===== src/rtl/iis_stream_bridge.sv =====
// iis_stream_bridge: moves L/R sample pairs between the I2S core's per-channel
// 32-bit FIFOs and a valid/ready word stream. RX turns MSB-aligned FIFO words
// into sign-extended right-justified words (L then R); TX packs an L/R stream
// pair into MSB-aligned words and pushes both FIFOs together.
module iis_stream_bridge #(
  parameter int FIFO_LAT = 1
) (
  input  logic        clk,
  input  logic        rstn,
  input  logic        enable,
  input  logic        clear,
  input  logic [1:0]  sample_width,
  input  logic [31:0] rx_data_l,
  input  logic [31:0] rx_data_r,
  input  logic        rx_data_l_empty,
  input  logic        rx_data_r_empty,
  output logic        rx_data_drain,
  output logic [31:0] m_data,
  output logic        m_valid,
  output logic        m_last,
  input  logic        m_ready,
  output logic [31:0] tx_data_l,
  output logic [31:0] tx_data_r,
  input  logic        tx_data_l_full,
  input  logic        tx_data_r_full,
  output logic        tx_data_fill,
  input  logic [31:0] s_data,
  input  logic        s_valid,
  input  logic        s_last,
  output logic        s_ready,
  output logic [15:0] rx_frames,
  output logic [15:0] tx_frames,
  output logic        err_sticky
);

  typedef enum logic [1:0] {RX_IDLE, RX_L, RX_R} rx_state_t;
  typedef enum logic [1:0] {TX_L, TX_R, TX_PUSH} tx_state_t;

  localparam int            CW    = $clog2(FIFO_LAT + 1) + 1;
  localparam logic [CW-1:0] LAT_C = CW'(FIFO_LAT);

  rx_state_t     rx_state, rx_next;
  tx_state_t     tx_state, tx_next;
  logic [CW-1:0] rx_cnt, tx_cnt;
  logic          rx_cnt_done, tx_cnt_done;
  logic [31:0]   rx_hold_l, rx_hold_r;
  logic [4:0]    shamt;
  logic [31:0]   rx_word, tx_word;
  logic          live, run;
  logic          rx_done, tx_acc_l, tx_acc_r, tx_err;

  assign rx_cnt_done = (rx_cnt >= LAT_C);
  assign tx_cnt_done = (tx_cnt >= LAT_C);
  // live keeps every handshake output low while reset is asserted
  assign run         = enable & ~clear & live;
  assign rx_word     = (rx_state == RX_R) ? rx_hold_r : rx_hold_l;
  assign tx_word     = s_data << shamt;

  // Justification shift: 32 - sample width.
  always_comb begin
    // NOTE: every variable written here gets a default first, so no path leaves it unassigned and no latch is inferred.
    shamt = 5'd0;
    case (sample_width)
      2'd0:    shamt = 5'd16;
      2'd1:    shamt = 5'd8;
      default: shamt = 5'd0;
    endcase
  end

  // Output word: arithmetic shift keeps the sample sign in the upper bits.
  always_comb begin
    m_data = '0;
    if (rx_state != RX_IDLE) m_data = 32'($signed(rx_word) >>> shamt);
  end

  // RX next-state and strobes: pop both FIFOs together, then emit L and R.
  always_comb begin
    rx_next       = rx_state;
    rx_data_drain = 1'b0;
    m_valid       = 1'b0;
    m_last        = 1'b0;
    rx_done       = 1'b0;
    if (!run) begin
      rx_next = RX_IDLE;
    end else begin
      case (rx_state)
        RX_IDLE: if (rx_cnt_done && !rx_data_l_empty && !rx_data_r_empty) begin
          rx_data_drain = 1'b1;
          rx_next       = RX_L;
        end
        RX_L: begin
          m_valid = 1'b1;
          if (m_ready) rx_next = RX_R;
        end
        RX_R: begin
          m_valid = 1'b1;
          m_last  = 1'b1;
          if (m_ready) begin
            rx_next = RX_IDLE;
            rx_done = 1'b1;
          end
        end
        default: rx_next = RX_IDLE;
      endcase
    end
  end

  // TX next-state and strobes: collect L then R, then push once both FIFOs have room.
  always_comb begin
    tx_next      = tx_state;
    s_ready      = 1'b0;
    tx_data_fill = 1'b0;
    tx_acc_l     = 1'b0;
    tx_acc_r     = 1'b0;
    tx_err       = 1'b0;
    if (!run) begin
      tx_next = TX_L;
    end else begin
      case (tx_state)
        TX_L: begin
          s_ready = 1'b1;
          if (s_valid) begin
            if (s_last) begin
              tx_err = 1'b1;
            end else begin
              tx_acc_l = 1'b1;
              tx_next  = TX_R;
            end
          end
        end
        TX_R: begin
          s_ready = 1'b1;
          if (s_valid) begin
            tx_acc_r = 1'b1;
            tx_err   = ~s_last;
            tx_next  = TX_PUSH;
          end
        end
        TX_PUSH: if (tx_cnt_done && !tx_data_l_full && !tx_data_r_full) begin
          tx_data_fill = 1'b1;
          tx_next      = TX_L;
        end
        default: tx_next = TX_L;
      endcase
    end
  end

  // State registers and settle counters; TX settle restarts while a FIFO reports full.
  always_ff @(posedge clk or negedge rstn) begin
    if (!rstn) begin
      // NOTE: sequential state uses non-blocking assignments so every flop samples pre-edge values.
      live     <= 1'b0;
      rx_state <= RX_IDLE;
      tx_state <= TX_L;
      rx_cnt   <= '0;
      tx_cnt   <= '0;
    end else begin
      live     <= 1'b1;
      rx_state <= rx_next;
      tx_state <= tx_next;
      if (rx_next != rx_state)  rx_cnt <= '0;
      else if (!rx_cnt_done)    rx_cnt <= rx_cnt + CW'(1);
      if (tx_next != tx_state || (tx_state == TX_PUSH && (tx_data_l_full || tx_data_r_full)))
        tx_cnt <= '0;
      else if (!tx_cnt_done)
        tx_cnt <= tx_cnt + CW'(1);
    end
  end

  // Holding registers for both directions.
  always_ff @(posedge clk or negedge rstn) begin
    if (!rstn) begin
      rx_hold_l <= '0;
      rx_hold_r <= '0;
      tx_data_l <= '0;
      tx_data_r <= '0;
    end else begin
      if (rx_data_drain) begin
        rx_hold_l <= rx_data_l;
        rx_hold_r <= rx_data_r;
      end
      if (tx_acc_l) tx_data_l <= tx_word;
      if (tx_acc_r) tx_data_r <= tx_word;
    end
  end

  // Frame counters and framing-error flag.
  always_ff @(posedge clk or negedge rstn) begin
    if (!rstn) begin
      rx_frames  <= '0;
      tx_frames  <= '0;
      err_sticky <= 1'b0;
    end else if (clear) begin
      rx_frames  <= '0;
      tx_frames  <= '0;
      err_sticky <= 1'b0;
    end else begin
      if (rx_done)      rx_frames  <= rx_frames + 16'd1;
      if (tx_data_fill) tx_frames  <= tx_frames + 16'd1;
      if (tx_err)       err_sticky <= 1'b1;
    end
  end

endmodule


===== config.mk =====
export PLATFORM = sky130hd
export DESIGN_NAME = iis_stream_bridge
export DESIGN_NICKNAME = d
export VERILOG_FILES = /design/src/rtl/iis_stream_bridge.sv
export SDC_FILE = /design/constraint.sdc
export NUM_CORES = 1
export LEC_CHECK = 0
export CAP_MARGIN = 20
export CORE_MARGIN = 1.5
export CORE_UTILIZATION = 52
export DETAILED_ROUTE_END_ITERATION = 8
export PLACE_DENSITY = 0.91
export SYNTH_ARGS = -nofsm -noshare
export SYNTH_HDL_FRONTEND = slang
export SYNTH_SLANG_ARGS = --single-unit

===== constraint.sdc =====
create_clock -name clk -period 4.5 [get_ports clk]
set_input_delay 0.45 -clock clk [delete_from_list [all_inputs] [get_ports clk]]
set_output_delay 0.45 -clock clk [all_outputs]
set_load 0.01 [all_outputs]

==> metrics.txt, run 1 <==
# TYPE chip_impl_metric gauge
chip_impl_info{name="run_status",value="complete, no violations"} 1
chip_impl_info{name="cts_tree",value="yes"} 1
chip_impl_metric{name="finalInstanceArea",unit="sq um"} 11600
chip_impl_metric{name="timing.final.crit_share",unit=""} 0.775
chip_impl_metric{name="post_synth_num_cell_types",unit=""} 56
chip_impl_info{name="grt_setup_unrepaired",value="no"} 1
chip_impl_metric{name="cts_repair_resize_count",unit=""} 0
chip_impl_metric{name="post-cts-setup-buffer-count",unit=""} 0
chip_impl_metric{name="totalWireLength",unit="mm"} 23.3
chip_impl_info{name="synth_area_leader_cell",value="sky130_fd_sc_hd__dfrtp_1"} 1
chip_impl_metric{name="hpwl",unit="mm"} 16.7
chip_impl_metric{name="wire_per_inst",unit="um"} 19.4
chip_impl_metric{name="viasPerCell",unit=""} 5.77
chip_impl_metric{name="antenna_found_initial",unit=""} 1
chip_impl_metric{name="synth_enable_flop_cells",unit=""} 0
chip_impl_info{name="timing.setup.critical_path_class",value="register to output pin"} 1
chip_impl_metric{name="cp_data_arrival_time",unit="ns"} 3.04
chip_impl_metric{name="firstDrtPassIters",unit=""} 5
chip_impl_metric{name="timing_hold_violations_final",unit=""} 0
chip_impl_metric{name="post-synth-top-area-fraction",unit=""} 0.499
chip_impl_metric{name="worst-path-max-fanout",unit=""} 38
chip_impl_info{name="clk_root_buffer_cell",value="sky130_fd_sc_hd__clkbuf_16"} 1
chip_impl_metric{name="route.vias.total",unit=""} 6934
chip_impl_metric{name="worstSkewPairLatency",unit="ns"} 0.43
chip_impl_metric{name="synthToLayoutAreaGrowth",unit="%"} 36.6
chip_impl_metric{name="placement.setup.worst_slack",unit="ns"} 1.31
chip_impl_info{name="crit_start",value="rx_state[0]"} 1
chip_impl_metric{name="irDropWorstVdd",unit="V"} 0.000268
chip_impl_info{name="worst_setup_path_start_kind",value="register"} 1
chip_impl_metric{name="placement.cell_area",unit="sq um"} 11100
chip_impl_info{name="timing.critical_path.to_type",value="output pin"} 1
chip_impl_metric{name="grt.overflow.total",unit=""} 0
chip_impl_metric{name="die_w",unit="um"} 131
chip_impl_metric{name="design.die.area",unit="sq um"} 17200
chip_impl_metric{name="top_level_ports",unit=""} 243
chip_impl_metric{name="ff2ff_setup_slack",unit="ns"} 1.85
chip_impl_info{name="synth-main-ff-cell",value="sky130_fd_sc_hd__dfrtp_1"} 1
chip_impl_metric{name="worst_setup_hold_path_clk_slew",unit="ns"} 0.07
chip_impl_metric{name="cts-htree-levels",unit=""} 4
chip_impl_info{name="route.top_layer_used",value="met5"} 1
chip_impl_metric{name="wl_met1",unit="mm"} 9.31
chip_impl_metric{name="syn-num-nets",unit=""} 870
chip_impl_info{name="post_synth_most_frequent_cells",value="sky130_fd_sc_hd__dfrtp_1, sky130_fd_sc_hd__mux2_2, sky130_fd_sc_hd__nand2_1"} 1
chip_impl_metric{name="hold_slack",unit="ns"} 0.0800
chip_impl_metric{name="setup_violations",unit=""} 0
chip_impl_metric{name="drv_cap",unit=""} 0
chip_impl_info{name="reg2reg_from",value="rx_state[0]"} 1
chip_impl_metric{name="worstPathRequired",unit="ns"} 4.05
chip_impl_metric{name="global_route_wire_length_before_repair",unit="mm"} 35.9
chip_impl_info{name="synth.top_cells.by_area",value="sky130_fd_sc_hd__dfrtp_1, sky130_fd_sc_hd__mux2_2, sky130_fd_sc_hd__mux2i_1"} 1
chip_impl_metric{name="fin_worst_skew",unit="ns"} 0.0110
chip_impl_metric{name="synthesis.yosys.warnings",unit=""} 0
chip_impl_metric{name="synth-seq-area-share",unit=""} 0.499
chip_impl_metric{name="n_fill_cell",unit=""} 1113
chip_impl_metric{name="drtAntennaViolNets",unit=""} 0
chip_impl_metric{name="clock.fmax",unit="MHz"} 287
chip_impl_metric{name="gr-usage-all-layers",unit=""} 0.276
chip_impl_metric{name="power_density",unit="nW/um^2"} 405
chip_impl_metric{name="drcViolationCount",unit=""} 0
chip_impl_metric{name="netlist_instances",unit=""} 753
chip_impl_metric{name="clock-sinks",unit=""} 170
chip_impl_metric{name="synth.ff_latch_count",unit=""} 170
chip_impl_metric{name="n_antenna_cell",unit=""} 0
chip_impl_metric{name="clock_path_buffers",unit=""} 2
chip_impl_metric{name="worst_pin_slew",unit="ns"} 0.948
chip_impl_metric{name="gp_congestion",unit=""} 0.836
chip_impl_metric{name="post_synthesis_average_cell_area",unit="sq um"} 11.3
chip_impl_metric{name="setup_tns_final",unit="ns"} 0
chip_impl_metric{name="worst_r2r_path_depth",unit=""} 7
chip_impl_metric{name="setup_slack",unit="ns"} 1.01
chip_impl_metric{name="start_util",unit=""} 0.535
chip_impl_metric{name="drt_iter0_markers",unit=""} 397
chip_impl_metric{name="grt_start_max_net_pins",unit=""} 89
chip_impl_info{name="post-synth-top-count-cell",value="sky130_fd_sc_hd__dfrtp_1"} 1
chip_impl_metric{name="finalWorstPathRequiredPeriod",unit="ns"} 3.49
chip_impl_metric{name="number_of_buffers_added_by_the_clock_tree_synthesis_step",unit=""} 17
chip_impl_metric{name="timing.max_slew.rel_slack",unit=""} 0.368
chip_impl_metric{name="num_rows",unit=""} 46
chip_impl_metric{name="dr_wl_met3",unit="mm"} 1.78
chip_impl_metric{name="post_cts_hold_buffer_count",unit=""} 0
chip_impl_metric{name="synthArstFlopShare",unit=""} 1.00
chip_impl_metric{name="fin_nets",unit=""} 1090
chip_impl_metric{name="numPortBuffers",unit=""} 242
chip_impl_info{name="hold_removal_path_class",value="primary input to async pin"} 1
chip_impl_metric{name="core_area",unit="sq um"} 15900
chip_impl_metric{name="power_leakage",unit="nW"} 4.91
chip_impl_metric{name="number_of_global_route_vias_before_repair",unit=""} 6836
chip_impl_metric{name="drive_gt1_frac",unit=""} 0.168
chip_impl_metric{name="routed-wl-met2",unit="mm"} 11.6
chip_impl_metric{name="synth_area",unit="sq um"} 8530
chip_impl_metric{name="final-max-slew-violation-count",unit=""} 0
chip_impl_metric{name="floorplan.die.height",unit="um"} 131
==> worst paths after layout <==
kind / endpoint
max: m_data[6]
min: tx_data_l[0]
max reg2reg: rx_hold_l[26]
min reg2reg: tx_data_r[7]
max in group asynchronous: rx_hold_l[27]
min in group clk: tx_data_r[7]
==> cell families (layout without fill, tap and decap cells) <==
logic type / count (synthesis) / in the layout / share of synthesized area
AOI/OAI and AO/OA: 138 / 138 / 0.0991
DFF: 170 / 170 / 0.499
xor gates and xnor gates: 13 / 13 / 0.0134
muxes: 164 / 164 / 0.228
adders and majority gates: 8 / 8 / 0.0117
other: 1 / 1 / 0.000440
and+or+nand+nor: 193 / 193 / 0.114
buffers and inverters: 66 / 299 / 0.0348
==> flip-flops by register name (all words and copies together) (netlist names) <==
register	count
rx_cnt	2
tx_frames	16
rx_state	2
rx_hold_r	32
tx_cnt	2
live	1
err_sticky	1
tx_data_r	32
tx_data_l	32
rx_frames	16
rx_hold_l	32
tx_state	2
==> cell type report <==
cell class                      count  area, sq um  share of cell area
Clock buffer                       19          453              0.0389
Sequential cell                   170         4250               0.365
Timing Repair Buffer              251         2510               0.215
Inverter                           16         60.1             0.00516
Multi-Input combinational cell    517         3980               0.342
Tap cell                          216          270              0.0232
Clock inverter                     13          119              0.0102
==> through the flow <==
step	util	cells	total power, mW
3_5_place_dp	0.694	1170	3.30
5_1_grt	0.730	1202	4.93
3_3_place_gp	0.694	1170	3.23
6_report	0.730	1202	4.71
4_1_cts	0.730	1202	4.72
2_1_floorplan	-	753	2.76
==> cells in the final DEF, fill, tap and decap left out, types with 3 or more instances in the layout <==
cell                              instances
sky130_fd_sc_hd__dfrtp_1                170
sky130_fd_sc_hd__a221oi_1                 8
sky130_fd_sc_hd__nor3_1                   4
sky130_fd_sc_hd__o31ai_1                  8
sky130_fd_sc_hd__a22oi_1                  8
sky130_fd_sc_hd__a21o_1                   3
sky130_fd_sc_hd__or3_1                    6
sky130_fd_sc_hd__buf_4                    7
sky130_fd_sc_hd__clkdlybuf4s50_1        239
sky130_fd_sc_hd__nand4b_1                 3
sky130_fd_sc_hd__or4_1                    7
sky130_fd_sc_hd__and2_1                   3
sky130_fd_sc_hd__and3_1                   3
sky130_fd_sc_hd__xor2_1                   8
sky130_fd_sc_hd__mux2i_1                 50
sky130_fd_sc_hd__nand2_1                 76
sky130_fd_sc_hd__inv_1                   16
sky130_fd_sc_hd__mux4_2                  14
sky130_fd_sc_hd__nand2b_1                 4
sky130_fd_sc_hd__and2b_1                  4
sky130_fd_sc_hd__and4_1                   4
sky130_fd_sc_hd__xnor2_1                  5
sky130_fd_sc_hd__nand4_1                  8
sky130_fd_sc_hd__o21ai_0                 58
sky130_fd_sc_hd__clkbuf_16               17
sky130_fd_sc_hd__ha_1                     7
sky130_fd_sc_hd__nor2_1                  39
sky130_fd_sc_hd__clkinvlp_4               7
sky130_fd_sc_hd__mux2_2                 100
sky130_fd_sc_hd__nand3_1                 12
sky130_fd_sc_hd__a211oi_1                13
sky130_fd_sc_hd__nor4_1                   4
sky130_fd_sc_hd__a21oi_1                 28
==> power breakdown <==
| part | switching (mW) | internal, mW | leakage [nW] |
|---|---|---|---|
| Clock | 0.625 | 0.793 | 0.260 |
| Sequential | 0.276 | 1.89 | 2.23 |
| Combinational | 0.467 | 0.662 | 2.41 |
==> layer usage <==
layer | vias up | global-route usage
met5 | - | 0
met2 | 256 | 0.453
met3 | 42 | 0.0932
li1 | 3170 | -
met1 | 3464 | 0.340
met4 | 2 | 0.0995
==> critical path: stages, from the launching register on <==
cell and delay, ns:
sky130_fd_sc_hd__dfrtp_1 0.42, sky130_fd_sc_hd__inv_1 0.15, sky130_fd_sc_hd__ha_2 0.46, sky130_fd_sc_hd__buf_12 0.31
sky130_fd_sc_hd__mux4_2 0.54, sky130_fd_sc_hd__o21ai_0 0.12, sky130_fd_sc_hd__a21oi_1 0.12, sky130_fd_sc_hd__clkdlybuf4s50_1 0.49
Note: power is estimated with default switching activity, not from simulation.
==> inputs of run 2 (changes only) <==
CORE_UTILIZATION = 48   (was 52)
PLACE_DENSITY = 0.85   (was 0.91)
clock period = 3.49 ns   (was 4.5 ns; I/O delays follow)
==> run 2 against run 1 <==
Net effect:
- the flow now finishes with violations (negative hold slack)
- sequential cell count is the same
- hold slack worse by 0.13 ns
- sequential share of layout area down 0.43 points
- highest routed layer is now met4
==> metrics.txt, run 2 (synthesis results as in run 1) <==
# TYPE chip_impl_metric gauge
chip_impl_metric{name="cp_data_arrival_time",unit="ns"} 2.88
chip_impl_metric{name="setup_tns_final",unit="ns"} 0
chip_impl_metric{name="cts_repair_resize_count",unit=""} 0
chip_impl_metric{name="timing.max_slew.rel_slack",unit=""} 0.377
chip_impl_metric{name="drv_cap",unit=""} 0
chip_impl_metric{name="gr-usage-all-layers",unit=""} 0.259
chip_impl_metric{name="hold_slack",unit="ns"} -0.0479
chip_impl_metric{name="route.vias.total",unit=""} 6847
chip_impl_metric{name="drt_iter0_markers",unit=""} 368
chip_impl_metric{name="worst_r2r_path_depth",unit=""} 6
chip_impl_metric{name="core_area",unit="sq um"} 17300
chip_impl_metric{name="worst_setup_hold_path_clk_slew",unit="ns"} 0.07
chip_impl_info{name="failed_checks",value="negative hold slack"} 1
chip_impl_info{name="cts_tree",value="yes"} 1
chip_impl_metric{name="drive_gt1_frac",unit=""} 0.172
chip_impl_metric{name="worst_pin_slew",unit="ns"} 0.935
chip_impl_metric{name="wire_per_inst",unit="um"} 19.3
chip_impl_metric{name="number_of_buffers_added_by_the_clock_tree_synthesis_step",unit=""} 17
chip_impl_info{name="worst_setup_path_start_kind",value="register"} 1
chip_impl_metric{name="post_cts_hold_buffer_count",unit=""} 0
chip_impl_metric{name="synthToLayoutAreaGrowth",unit="%"} 38.2
chip_impl_metric{name="drcViolationCount",unit=""} 0
chip_impl_metric{name="design.die.area",unit="sq um"} 18600
chip_impl_metric{name="worstSkewPairLatency",unit="ns"} 0.43
chip_impl_info{name="rr_endpoint",value="rx_hold_l[13]"} 1
chip_impl_metric{name="grt_start_max_net_pins",unit=""} 83
chip_impl_metric{name="start_util",unit=""} 0.493
chip_impl_metric{name="viasPerCell",unit=""} 5.64
chip_impl_metric{name="hpwl",unit="mm"} 17.1
chip_impl_metric{name="firstDrtPassIters",unit=""} 5
chip_impl_metric{name="timing_hold_violations_final",unit=""} 23
chip_impl_metric{name="fin_nets",unit=""} 1094
chip_impl_metric{name="antenna_found_initial",unit=""} 0
chip_impl_metric{name="finalInstanceArea",unit="sq um"} 11800
chip_impl_metric{name="gp_congestion",unit=""} 0.828
chip_impl_metric{name="placement.cell_area",unit="sq um"} 11100
chip_impl_metric{name="final-max-slew-violation-count",unit=""} 0
chip_impl_metric{name="post-cts-setup-buffer-count",unit=""} 0
chip_impl_metric{name="global_route_wire_length_before_repair",unit="mm"} 36.7
chip_impl_info{name="hold_removal_path_class",value="primary input to async pin"} 1
chip_impl_metric{name="ff2ff_setup_slack",unit="ns"} 0.92
chip_impl_metric{name="setup_violations",unit=""} 0
chip_impl_metric{name="cts-htree-levels",unit=""} 4
chip_impl_metric{name="timing.final.crit_share",unit=""} 0.926
chip_impl_metric{name="drtAntennaViolNets",unit=""} 0
chip_impl_metric{name="num_rows",unit=""} 48
chip_impl_metric{name="die_w",unit="um"} 136
chip_impl_metric{name="irDropWorstVdd",unit="V"} 0.000342
chip_impl_info{name="timing.setup.critical_path_class",value="register to output pin"} 1
chip_impl_info{name="run_status",value="finished with violations"} 1
chip_impl_metric{name="worst-path-max-fanout",unit=""} 45
chip_impl_metric{name="worstPathRequired",unit="ns"} 3.14
chip_impl_metric{name="numPortBuffers",unit=""} 242
chip_impl_metric{name="power_density",unit="nW/um^2"} 538
chip_impl_info{name="grt_setup_unrepaired",value="no"} 1
chip_impl_info{name="final_common_cell",value="sky130_fd_sc_hd__clkdlybuf4s50_1"} 1
chip_impl_metric{name="clock_path_buffers",unit=""} 2
chip_impl_metric{name="grt.overflow.total",unit=""} 0
chip_impl_info{name="clk_root_buffer_cell",value="sky130_fd_sc_hd__clkbuf_16"} 1
chip_impl_metric{name="fin_worst_skew",unit="ns"} 0.0102
chip_impl_metric{name="power_leakage",unit="nW"} 4.99
chip_impl_info{name="timing.critical_path.to_type",value="output pin"} 1
chip_impl_metric{name="totalWireLength",unit="mm"} 23.4
chip_impl_metric{name="clock-sinks",unit=""} 170
chip_impl_metric{name="number_of_global_route_vias_before_repair",unit=""} 6823
chip_impl_metric{name="finalWorstPathRequiredPeriod",unit="ns"} 3.23
chip_impl_info{name="most-common-layout-cells",value="sky130_fd_sc_hd__clkdlybuf4s50_1, sky130_fd_sc_hd__dfrtp_1, sky130_fd_sc_hd__mux2_2"} 1
chip_impl_metric{name="top_level_ports",unit=""} 243
chip_impl_metric{name="clock.fmax",unit="MHz"} 309
chip_impl_metric{name="floorplan.die.height",unit="um"} 136
chip_impl_info{name="reg2reg_from",value="rx_state[0]"} 1
chip_impl_metric{name="n_antenna_cell",unit=""} 0
run 2: cell count changes in the layout (fill, tap and decap cells not counted), sizes merged:
| cell | delta |
|---|---|
| clkinvlp | -6 |
| buf | +4 |
| bufinv | +4 |
| clkbuf | -1 |
| inv | +3 |
run 2: worst max-delay path by stage:
stage | startpoint | to | slack (ns) | cells after the start
2_1_floorplan | rx_state[0] | m_data[16] | 1.29 | 7
3_3_place_gp | rx_state[1] | m_data[16] | 0.72 | 6
3_5_place_dp | rx_state[0] | m_data[0] | 0.71 | 7
4_1_cts | rx_state[0] | m_data[5] | 0.25 | 7
5_1_grt | rx_state[0] | m_data[16] | 0.10 | 6
6_report | rx_state[0] | m_data[5] | 0.26 | 7
run 2: routing by layer:
metal,vias up,GRT usage,wire (um)
li1,3181,-,-
met3,36,0.0708,1730
met4,0,0.0910,624
met5,-,0,0
met2,247,0.418,11500
met1,3383,0.336,9630
run 2: power breakdown:
part	internal (mW)	switching (mW)
logic	0.855	0.579
clock network	1.31	0.823
registers	2.43	0.336
run 2: through the flow:
step                       util  setup WS [ns]  total power, mW  hold slack (ns)  std cells
after CTS                 0.681          0.249             6.37          0.00600       1215
after global routing      0.681          0.103             6.64           0.0398       1215
after global placement    0.642          0.718             4.15            0.456       1183
final                     0.681          0.257             6.33          -0.0479       1215
after floorplan               -           1.29             3.56           0.0534        753
after detailed placement  0.642          0.707             4.24            0.460       1183
run 2: critical path: stages, from the launching register on:
cell,delay [ns]
sky130_fd_sc_hd__dfrtp_1,0.41
sky130_fd_sc_hd__inv_1,0.14
sky130_fd_sc_hd__ha_2,0.32
sky130_fd_sc_hd__buf_12,0.30
sky130_fd_sc_hd__mux4_2,0.29
sky130_fd_sc_hd__nor2_1,0.05
sky130_fd_sc_hd__a211oi_1,0.30
sky130_fd_sc_hd__clkdlybuf4s50_1,0.61
run 2: area by class of cell:
class,count,area [sq um]
fillers,1280,5520
clock inverters,14,230
multi-input cells,517,3980
flip-flops and latches,170,4250
repair buffers,255,2540
well taps,225,282
clock buffers,18,439
inverters,16,60.1
==> inputs of run 3 (changes only) <==
CORE_UTILIZATION = 46   (was 48)
PLACE_DENSITY = 0.83   (was 0.85)
clock period = 3.7 ns   (was 3.49 ns; I/O delays follow)
==> run 3 against run 2 <==
Net effect:
- the flow finishes with violations (design-rule violations)
- total power decreased by 9.5%
- clock skew increased by 0.0028 ns
- via count increased by 0.22%
- non-clock buffer count unchanged
- hold slack improved by 0.53 ns
- clock power decreased by 17%
- sequential share of layout area increased by 0.30 points
- combinational power decreased by 5%
==> metrics.txt, run 3 (synthesis results as in run 1) <==
# TYPE chip_impl_metric gauge
chip_impl_metric{name="hpwl",unit="mm"} 16.7
chip_impl_metric{name="drv_cap",unit=""} 0
chip_impl_metric{name="ff2ff_setup_slack",unit="ns"} 0.93
chip_impl_metric{name="worstSkewPairLatency",unit="ns"} 0.42
chip_impl_metric{name="worst-path-max-fanout",unit=""} 17
chip_impl_metric{name="timing_hold_violations_final",unit=""} 0
chip_impl_metric{name="die_w",unit="um"} 139
chip_impl_info{name="rr_endpoint",value="rx_frames[13]"} 1
chip_impl_metric{name="numPortBuffers",unit=""} 242
chip_impl_metric{name="post-cts-setup-buffer-count",unit=""} 0
chip_impl_info{name="most-common-layout-cells",value="sky130_fd_sc_hd__clkdlybuf4s50_1, sky130_fd_sc_hd__dfrtp_1, sky130_fd_sc_hd__mux2_2"} 1
chip_impl_metric{name="hold_path_depth",unit=""} 2
chip_impl_info{name="final_common_cell",value="sky130_fd_sc_hd__clkdlybuf4s50_1"} 1
chip_impl_metric{name="drt_iter0_markers",unit=""} 386
chip_impl_info{name="timing.setup.critical_path_class",value="register to output pin"} 1
chip_impl_metric{name="timing.final.crit_share",unit=""} 0.924
chip_impl_metric{name="clock.fmax",unit="MHz"} 293
chip_impl_metric{name="totalWireLength",unit="mm"} 23.0
chip_impl_info{name="worst_setup_path_start_kind",value="register"} 1
chip_impl_metric{name="gr-usage-all-layers",unit=""} 0.241
chip_impl_metric{name="drive_gt1_frac",unit=""} 0.168
chip_impl_info{name="hold_removal_path_class",value="register to register"} 1
chip_impl_metric{name="irDropWorstVdd",unit="V"} 0.000323
chip_impl_metric{name="floorplan.die.height",unit="um"} 139
chip_impl_metric{name="global_route_wire_length_before_repair",unit="mm"} 36.7
chip_impl_info{name="reg2reg_from",value="rx_state[0]"} 1
chip_impl_info{name="hold_path_end",value="tx_data_r[5]"} 1
chip_impl_metric{name="fin_nets",unit=""} 1094
chip_impl_metric{name="num_rows",unit=""} 49
chip_impl_metric{name="worst_pin_slew",unit="ns"} 0.811
chip_impl_metric{name="grt_start_max_net_pins",unit=""} 105
chip_impl_metric{name="power_density",unit="nW/um^2"} 491
chip_impl_metric{name="clock_path_buffers",unit=""} 2
chip_impl_info{name="clk_root_buffer_cell",value="sky130_fd_sc_hd__clkbuf_16"} 1
chip_impl_metric{name="synthToLayoutAreaGrowth",unit="%"} 37.0
chip_impl_metric{name="number_of_global_route_vias_before_repair",unit=""} 6810
chip_impl_metric{name="worst_r2r_path_depth",unit=""} 7
chip_impl_metric{name="finalWorstPathRequiredPeriod",unit="ns"} 3.42
chip_impl_metric{name="placement.setup.worst_slack",unit="ns"} 0.723
chip_impl_info{name="cts_tree",value="yes"} 1
chip_impl_metric{name="number_of_buffers_added_by_the_clock_tree_synthesis_step",unit=""} 17
chip_impl_metric{name="drtAntennaViolNets",unit=""} 0
chip_impl_metric{name="core_area",unit="sq um"} 18100
chip_impl_info{name="worstHoldStart",value="tx_data_r[5]"} 1
chip_impl_metric{name="cts-htree-levels",unit=""} 4
chip_impl_metric{name="timing.max_slew.rel_slack",unit=""} 0.459
chip_impl_metric{name="start_util",unit=""} 0.471
chip_impl_metric{name="setup_violations",unit=""} 0
chip_impl_metric{name="clock-sinks",unit=""} 170
chip_impl_metric{name="n_antenna_cell",unit=""} 0
chip_impl_metric{name="design.die.area",unit="sq um"} 19400
chip_impl_metric{name="finalInstanceArea",unit="sq um"} 11700
chip_impl_metric{name="setup_slack",unit="ns"} 0.282
chip_impl_metric{name="worstPathRequired",unit="ns"} 3.33
chip_impl_metric{name="route.vias.total",unit=""} 6862
chip_impl_metric{name="placement.cell_area",unit="sq um"} 11100
chip_impl_metric{name="final-max-slew-violation-count",unit=""} 0
chip_impl_metric{name="antenna_found_initial",unit=""} 0
chip_impl_metric{name="top_level_ports",unit=""} 243
chip_impl_metric{name="n_fill_cell",unit=""} 1436
chip_impl_metric{name="cp_data_arrival_time",unit="ns"} 3.05
chip_impl_info{name="failed_checks",value="design-rule violations"} 1
chip_impl_metric{name="gp_congestion",unit=""} 0.868
chip_impl_metric{name="wire_per_inst",unit="um"} 18.9
chip_impl_info{name="worst_path_max_delay_cell",value="sky130_fd_sc_hd__clkdlybuf4s50_1"} 1
chip_impl_info{name="run_status",value="finished with violations"} 1
chip_impl_metric{name="firstDrtPassIters",unit=""} 7
chip_impl_info{name="critical-path-top-delay-family",value="buffers and inverters"} 1
chip_impl_metric{name="power_leakage",unit="nW"} 4.94
chip_impl_metric{name="setup_tns_final",unit="ns"} 0
chip_impl_info{name="crit_path_cell_trace",value="inv_1 > ha_2 > buf_4 > mux4_2 > nor2_1 > a211oi_1 > clkdlybuf4s50_1"} 1
chip_impl_metric{name="viasPerCell",unit=""} 5.63
chip_impl_metric{name="critical-path-max-stage-delay",unit="ns"} 0.62
chip_impl_info{name="grt_setup_unrepaired",value="no"} 1
chip_impl_info{name="timing.critical_path.to_type",value="output pin"} 1
chip_impl_metric{name="drcViolationCount",unit=""} 9
chip_impl_metric{name="utilization",unit=""} 0.646
chip_impl_metric{name="fin_worst_skew",unit="ns"} 0.0130
chip_impl_metric{name="hold_slack",unit="ns"} 0.478
chip_impl_metric{name="grt.overflow.total",unit=""} 0
chip_impl_metric{name="worst_setup_hold_path_clk_slew",unit="ns"} 0.06
chip_impl_metric{name="critPathBufInv",unit=""} 3
run 3: cell count changes in the layout (fill, tap and decap cells not counted), sizes merged:
cell,before,now
bufinv,5,2
clkbuf,18,21
inv,21,18
buf,16,15
clkinv,3,4
clkinvlp,1,2
dlygate4sd3,0,1
run 3: worst max path at each step:
stage	start	end	slack [ns]	depth (start not counted)
floorplan	rx_state[0]	m_data[16]	1.48	7
global placement	rx_state[0]	m_data[6]	0.81	7
detailed placement	rx_state[0]	m_data[6]	0.72	7
CTS	rx_state[0]	m_data[13]	0.25	7
global route	rx_state[0]	m_data[13]	0.08	7
finish	rx_state[0]	m_data[13]	0.28	7
run 3: layer usage:
metal | global-route usage | routed length, um
met5 | 0 | 0
met4 | 0.0885 | 571
met3 | 0.0618 | 1670
met2 | 0.390 | 11200
met1 | 0.315 | 9570
run 3: final cells by class:
| class | count | area, sq um | share of cell area |
|---|---|---|---|
| Sequential cell | 170 | 4250 | 0.364 |
| Multi-Input combinational cell | 517 | 3980 | 0.341 |
| Timing Repair Buffer | 255 | 2530 | 0.216 |
| Clock buffer | 21 | 460 | 0.0394 |
| Tap cell | 229 | 287 | 0.0245 |
| Clock inverter | 10 | 116 | 0.00996 |
| Inverter | 16 | 60.1 | 0.00514 |
run 3: timing repair:
| item | CTS | global route |
|---|---|---|
| hold buffers | 1 | 0 |
| endpoints found under the hold margin | 66 | 0 |
| resized for setup | 0 | 0 |
run 3: per-stage QoR:
step                      power [mW]  std cells
final                           5.73       1218
after global routing            6.02       1218
after global placement          3.93       1186
after detailed placement        4.00       1186
after CTS                       5.76       1218
after floorplan                 3.36        753
run 3: power by group:
group / internal [mW] / switching [mW]
Clock: 1.03 / 0.730
Combinational: 0.807 / 0.551
Sequential: 2.30 / 0.322
run 3: tightest hold or removal path: stages (launching register included):
cell	delay, ns
sky130_fd_sc_hd__dfrtp_1	0.34
sky130_fd_sc_hd__nand2_1	0.05
sky130_fd_sc_hd__o21ai_0	0.06
